<file path="src/rtl/div_unit.sv">
// ----------------------------------------------------------------------------
// div_unit -- iterative RV32M divider (DIV, DIVU, REM, REMU).
//
// A restoring shift-subtract divider that produces one quotient bit per clock,
// MSB first. Divide-by-zero and signed overflow are resolved in one clock
// without iterating. Normal operations complete 33 clocks after the start
// edge, and the next operation can start in the IDLE cycle that follows DONE.
//
// Ports
//   clk      in   single clock, rising edge
//   reset    in   asynchronous, active-low reset
//   start    in   request strobe, sampled only in IDLE
//   op       in   funct3[1:0]: 00 DIV, 01 DIVU, 10 REM, 11 REMU
//   rs1_dat  in   dividend (WIDTH bits)
//   rs2_dat  in   divisor  (WIDTH bits)
//   rd_in    in   destination register index, captured with the operands
//   busy     out  high whenever the FSM is not in IDLE
//   done     out  one-cycle result-valid pulse
//   result   out  quotient (DIV/DIVU) or remainder (REM/REMU), registered
//   rd_out   out  captured destination register index
//   regWrite out  register file write enable (done and rd_out != x0)
// ----------------------------------------------------------------------------
module div_unit #(
   parameter int WIDTH = 32
) (
   input  logic             clk,
   input  logic             reset,
   input  logic             start,
   input  logic [1:0]       op,
   input  logic [WIDTH-1:0] rs1_dat,
   input  logic [WIDTH-1:0] rs2_dat,
   input  logic [4:0]       rd_in,
   output logic             busy,
   output logic             done,
   output logic [WIDTH-1:0] result,
   output logic [4:0]       rd_out,
   output logic             regWrite
);

   typedef enum logic [1:0] {
      IDLE = 2'd0,
      CALC = 2'd1,
      DONE = 2'd2
   } state_t;

   state_t           state;
   logic [5:0]       count;
   logic [WIDTH-1:0] quot;      // dividend shifts out the top, quotient bits shift in
   logic [WIDTH:0]   rem;       // extra bit holds the borrow of the trial subtract
   logic [WIDTH-1:0] divisor;
   logic             is_rem;
   logic             neg_q;
   logic             neg_r;

   // Operand decode for the start edge.
   logic             signed_op;
   logic [WIDTH-1:0] abs_a;
   logic [WIDTH-1:0] abs_b;
   logic             div_zero;
   logic             overflow;

   // One restoring step.
   logic [WIDTH:0]   rem_shift;
   logic [WIDTH:0]   trial;
   logic [WIDTH:0]   rem_next;
   logic [WIDTH-1:0] quot_next;
   logic [WIDTH-1:0] q_fix;
   logic [WIDTH-1:0] r_fix;

   // NOTE: every signal gets a default at the top of always_comb, so no path
   // leaves one unassigned and no latch is inferred.
   always_comb begin
      signed_op = ~op[0];
      abs_a     = rs1_dat;
      abs_b     = rs2_dat;
      if (signed_op && rs1_dat[WIDTH-1]) abs_a = -rs1_dat;
      if (signed_op && rs2_dat[WIDTH-1]) abs_b = -rs2_dat;
      div_zero  = (rs2_dat == '0);
      overflow  = signed_op && (rs1_dat == {1'b1, {(WIDTH-1){1'b0}}})
                            && (rs2_dat == '1);

      rem_shift = {rem[WIDTH-1:0], quot[WIDTH-1]};
      trial     = rem_shift - {1'b0, divisor};
      rem_next  = rem_shift;
      quot_next = {quot[WIDTH-2:0], 1'b0};
      // The remainder is always below the divisor, so the top bit of the
      // trial difference is set exactly when the subtract would borrow.
      if (!trial[WIDTH]) begin
         rem_next  = trial;
         quot_next = {quot[WIDTH-2:0], 1'b1};
      end

      q_fix = neg_q ? -quot_next : quot_next;
      r_fix = neg_r ? -rem_next[WIDTH-1:0] : rem_next[WIDTH-1:0];
   end

   // NOTE: sequential state uses non-blocking assignments so every register
   // samples pre-edge values regardless of statement order.
   always_ff @(posedge clk or negedge reset) begin
      if (!reset) begin
         state    <= IDLE;
         count    <= '0;
         quot     <= '0;
         rem      <= '0;
         divisor  <= '0;
         is_rem   <= 1'b0;
         neg_q    <= 1'b0;
         neg_r    <= 1'b0;
         busy     <= 1'b0;
         done     <= 1'b0;
         result   <= '0;
         rd_out   <= '0;
         regWrite <= 1'b0;
      end else begin
         case (state)
            IDLE: begin
               if (start) begin
                  rd_out <= rd_in;
                  is_rem <= op[1];
                  busy   <= 1'b1;
                  if (div_zero || overflow) begin
                     // Divide-by-zero: raw dividend as remainder, all-ones
                     // quotient. Overflow: quotient is the dividend, rem 0.
                     if (div_zero) result <= op[1] ? rs1_dat : '1;
                     else          result <= op[1] ? '0 : rs1_dat;
                     done     <= 1'b1;
                     regWrite <= (rd_in != 5'd0);
                     state    <= DONE;
                  end else begin
                     quot    <= abs_a;
                     rem     <= '0;
                     divisor <= abs_b;
                     count   <= '0;
                     neg_q   <= signed_op && (rs1_dat[WIDTH-1] ^ rs2_dat[WIDTH-1]);
                     neg_r   <= signed_op && rs1_dat[WIDTH-1];
                     state   <= CALC;
                  end
               end
            end

            CALC: begin
               quot  <= quot_next;
               rem   <= rem_next;
               count <= count + 6'd1;
               if (count == 6'(WIDTH - 1)) begin
                  result   <= is_rem ? r_fix : q_fix;
                  done     <= 1'b1;
                  regWrite <= (rd_out != 5'd0);
                  state    <= DONE;
               end
            end

            DONE: begin
               done     <= 1'b0;
               regWrite <= 1'b0;
               busy     <= 1'b0;
               state    <= IDLE;
            end

            default: begin
               done     <= 1'b0;
               regWrite <= 1'b0;
               busy     <= 1'b0;
               state    <= IDLE;
            end
         endcase
      end
   end

endmodule

</file>
<file path="config.mk">
export PLATFORM = sky130hd
export DESIGN_NAME = div_unit
export DESIGN_NICKNAME = d
export VERILOG_FILES = /design/src/rtl/div_unit.sv
export SDC_FILE = /design/constraint.sdc
export NUM_CORES = 1
export LEC_CHECK = 0
export ABC_AREA = 1
export BUFFER_PORTS_ARGS = -buffer_cell sky130_fd_sc_hd__buf_4
export CAP_MARGIN = 20
export CORE_ASPECT_RATIO = 0.6
export CORE_UTILIZATION = 30
export CTS_BUF_LIST = sky130_fd_sc_hd__clkbuf_8
export CTS_CLUSTER_DIAMETER = 100
export CTS_CLUSTER_SIZE = 14
export DETAILED_ROUTE_END_ITERATION = 10
export PLACE_DENSITY_LB_ADDON = 0.2
export SLEW_MARGIN = 20
export SYNTH_ARGS = -nofsm -noshare
export SYNTH_HDL_FRONTEND = slang
export SYNTH_SLANG_ARGS = --single-unit
</file>
<file path="constraint.sdc">
create_clock -name clk -period 3.98 [get_ports clk]
set_input_delay 0.796 -clock clk [delete_from_list [all_inputs] [get_ports clk]]
set_output_delay 0.796 -clock clk [all_outputs]
set_load 0.1 [all_outputs]
</file>
==> results_dict.tcl <==
set metrics [dict create \
    status "finished clean" \
    hp-class "primary input to asynchronous set/reset pin" \
    cts_hold_buf 0 \
    period_needed_ps 3910 \
    path_max_fanout 3 \
    yosys_warnings 0 \
    worst_pin_slew_ps 918 \
    grt_busiest_layer "met1" \
    layout-drive-gt1-share_pct 15.4 \
    fp.dieW_um 278 \
    p_leak_uw 0.00886 \
    final-setup-viol-count 0 \
    wl_um 55000 \
    synth_area_um2 13800 \
    die_h_um 168 \
    antenna_found_initial 1 \
    final_cell_mix "nand2_1 (775), inv_1 (333), buf_4 (247)" \
    synth_area_leaders "dfrtp_1 (27%), nand2_1 (21%), inv_1 (9.3%), o21ai_0 (7.2%), nand3_1 (5.6%)" \
    dr.pass1.iters 5 \
    cap_viol_max_count 0 \
    track_usage_pct 23.3 \
    power_density_nw_per_um2 185 \
    peakVddDrop_mv 0.135 \
    drv_slew 0 \
    nNetsFinal 2634 \
    port_buffers 113 \
    slowest_delay_ps 430 \
    hold_ws_ps 292 \
    drc 0 \
    fin_crit_sh_pct 98.2 \
    yosysTopAreaCellShare_pct 26.7 \
    ff2ff_path_depth 30 \
    path_class "register to register" \
    core_area_um2 45000 \
    grt_first_pass_wirelength_um 83400 \
    grt.overflow.total 0 \
    worstPathRequired_ps 4430 \
    synthToLayoutAreaGrowth_pct 22.7 \
    fmax_mhz 256 \
    drtAntennaViolNets 0 \
    met2_usage_pct 29.4 \
    fin_area_um2 16900 \
    vias 15770 \
    cts_max_level 4 \
    final_common_cell "nand2_1" \
    relSlewSlack_pct 38.7 \
    place_hpwl_um 44100 \
    rows 60 \
    hold_viol_final 0 \
    syn-num-nets 2435 \
    seq_area_frac_synth_pct 26.7 \
    cpMaxStageDelayCell "dfrtp_1" \
    worst_setup_path_start_kind "register" \
    syn_inst 2322 \
    start_util_pct 30.6 \
    wl_per_cell_um 17.6 \
    drtIter0Drc 1732 \
    power_uw 3120 \
    synthFlopType "dfrtp_1" \
    worstSetupEndpointType "register" \
    cts_made_buffers 17 \
    cts_root_buf "clkbuf_8" \
    cp_common_cell "nand2_4" \
    synth_edf_count 0 \
    dieArea_um2 46800 \
    place_congestion 0.972 \
    place_area_um2 16200 \
    crit_arrival_ps 4350 \
    cts_tree "done" \
    vias_per_cell 5.05 \
    rsz0062_at_grt "true" \
    synth.avg_cell_area_um2 5.93 \
    synthArstFlopShare_pct 100 \
    ys_types 53 \
    cts_num_sinks 147 \
    num_io_pins 114 \
    grt_pass1_vias 14036 \
    yosys.area.top_type "dfrtp_1" \
    use_met1_pct 38.3 \
    path_clk_slew_ps 110 \
    grt_max_degree 136 \
    clkLatencyLatePin_ps 510 \
    ys_ff_latch 147 \
    fin_skew_ps 22.8 \
    gr-usage-met3_pct 5.93 \
    cts_buffer_depth 2 \
]
==> metrics by stage <==
stage / setup WS [ps] / std cells / util, % / setup TNS, ps
floorplan: 132 / 2322 / - / 0
global placement: 65.3 / 3085 / 35.9 / 0
detailed placement: 10.6 / 3085 / 35.9 / 0
CTS: 17.7 / 3116 / 36.9 / 0
global route: -161 / 3122 / 37.5 / -732
finish: 72.9 / 3124 / 37.5 / 0
==> cell type report <==
class | instances | area, um^2
well taps | 589 | 737
flip-flops and latches | 147 | 3680
repair buffers | 260 | 2100
clock buffers | 17 | 234
fillers | 4957 | 28200
clock inverters | 14 | 170
multi-input cells | 1750 | 8670
inverters | 345 | 1290
diodes | 2 | 5.00
==> path summary, 6_finish.rpt <==
| path | start | end | slack (ps) |
|---|---|---|---|
| max | divisor[0]$_DFFE_PN0P_ | result[28]$_DFFE_PN0P_ | 70 |
| max reg2reg | divisor[0]$_DFFE_PN0P_ | result[28]$_DFFE_PN0P_ | 70 |
| min in group clk | result[27]$_DFFE_PN0P_ | result[27]$_DFFE_PN0P_ | 490 |
| min reg2reg | result[27]$_DFFE_PN0P_ | result[27]$_DFFE_PN0P_ | 490 |
| max in group asynchronous | reset | divisor[29]$_DFFE_PN0P_ | 2690 |
| min | reset | rem[28]$_DFFE_PN0P_ | 290 |
==> power breakdown <==
group	total [uW]	leakage [uW]	switching [uW]	internal, uW
sequential	1490	0.00185	0.503	1490
combinational	309	0.00680	204	105
clock	1320	0.000205	739	577
total	3120	0.00886	944	2170
==> synth_stat cells (all sizes together), types with 3 or more instances <==
| master | number |
|---|---|
| mux2 | 3 |
| nand4 | 26 |
| o211ai | 8 |
| o21bai | 8 |
| nor2 | 199 |
| nand3b | 9 |
| xnor2 | 14 |
| buf | 27 |
| a31oi | 4 |
| o21ai | 212 |
| and2 | 5 |
| ha | 38 |
| o41ai | 3 |
| nor3 | 32 |
| inv | 344 |
| nand2 | 810 |
| dfrtp | 147 |
| and3 | 3 |
| o22ai | 40 |
| a22oi | 3 |
| clkbuf | 53 |
| nand3 | 159 |
| xor2 | 33 |
| a21oi | 112 |
| or2 | 6 |
| nor4 | 10 |
==> layer usage <==
| metal | up-vias | part of all wire [%] |
|---|---|---|
| met3 | 28 | 9.3 |
| met1 | 7391 | 53 |
| met2 | 541 | 37 |
| met4 | 0 | 0.68 |
| li1 | 7810 | - |
| met5 | - | 0 |
==> flip-flops by register name, indices dropped and copies added, names as in the netlist <==
| register | cells |
|---|---|
| neg_q | 1 |
| rem | 32 |
| divisor | 32 |
| result | 32 |
| quot | 32 |
| busy | 1 |
| count | 6 |
| neg_r | 1 |
| regWrite | 1 |
| is_rem | 1 |
| done | 1 |
| rd_out | 5 |
| state | 2 |
==> worst max-delay path: cells and delay by family, from the launching register on <==
kind	cells	cell delay, ps
adder cells (fa/ha/maj)	3	690
AND/OR/NAND/NOR	21	2060
buffers and inverters	4	470
flip-flops	1	430
AO/OA/AOI/OAI	2	190
==> logic make-up (layout without fill, tap and decap cells) <==
logic type	count (synthesis)	in the layout	share of synthesized area, %
muxes	3	3	0.245
xor gates and xnor gates	47	47	2.99
AOI/OAI and AO/OA	400	400	15.8
buffers and inverters	425	636	12.0
and+or+nand+nor	1261	1261	38.7
DFF	147	147	26.7
adders and majority gates	39	39	3.60
other	0	2	0
==> timing repair <==
item                       4_1_cts  5_1_grt
pin swaps                        0       19
setup endpoints to repair        4       29
setup buffers                    0        6
resized for setup                2       53
Note: power is estimated with default switching activity, not from simulation.
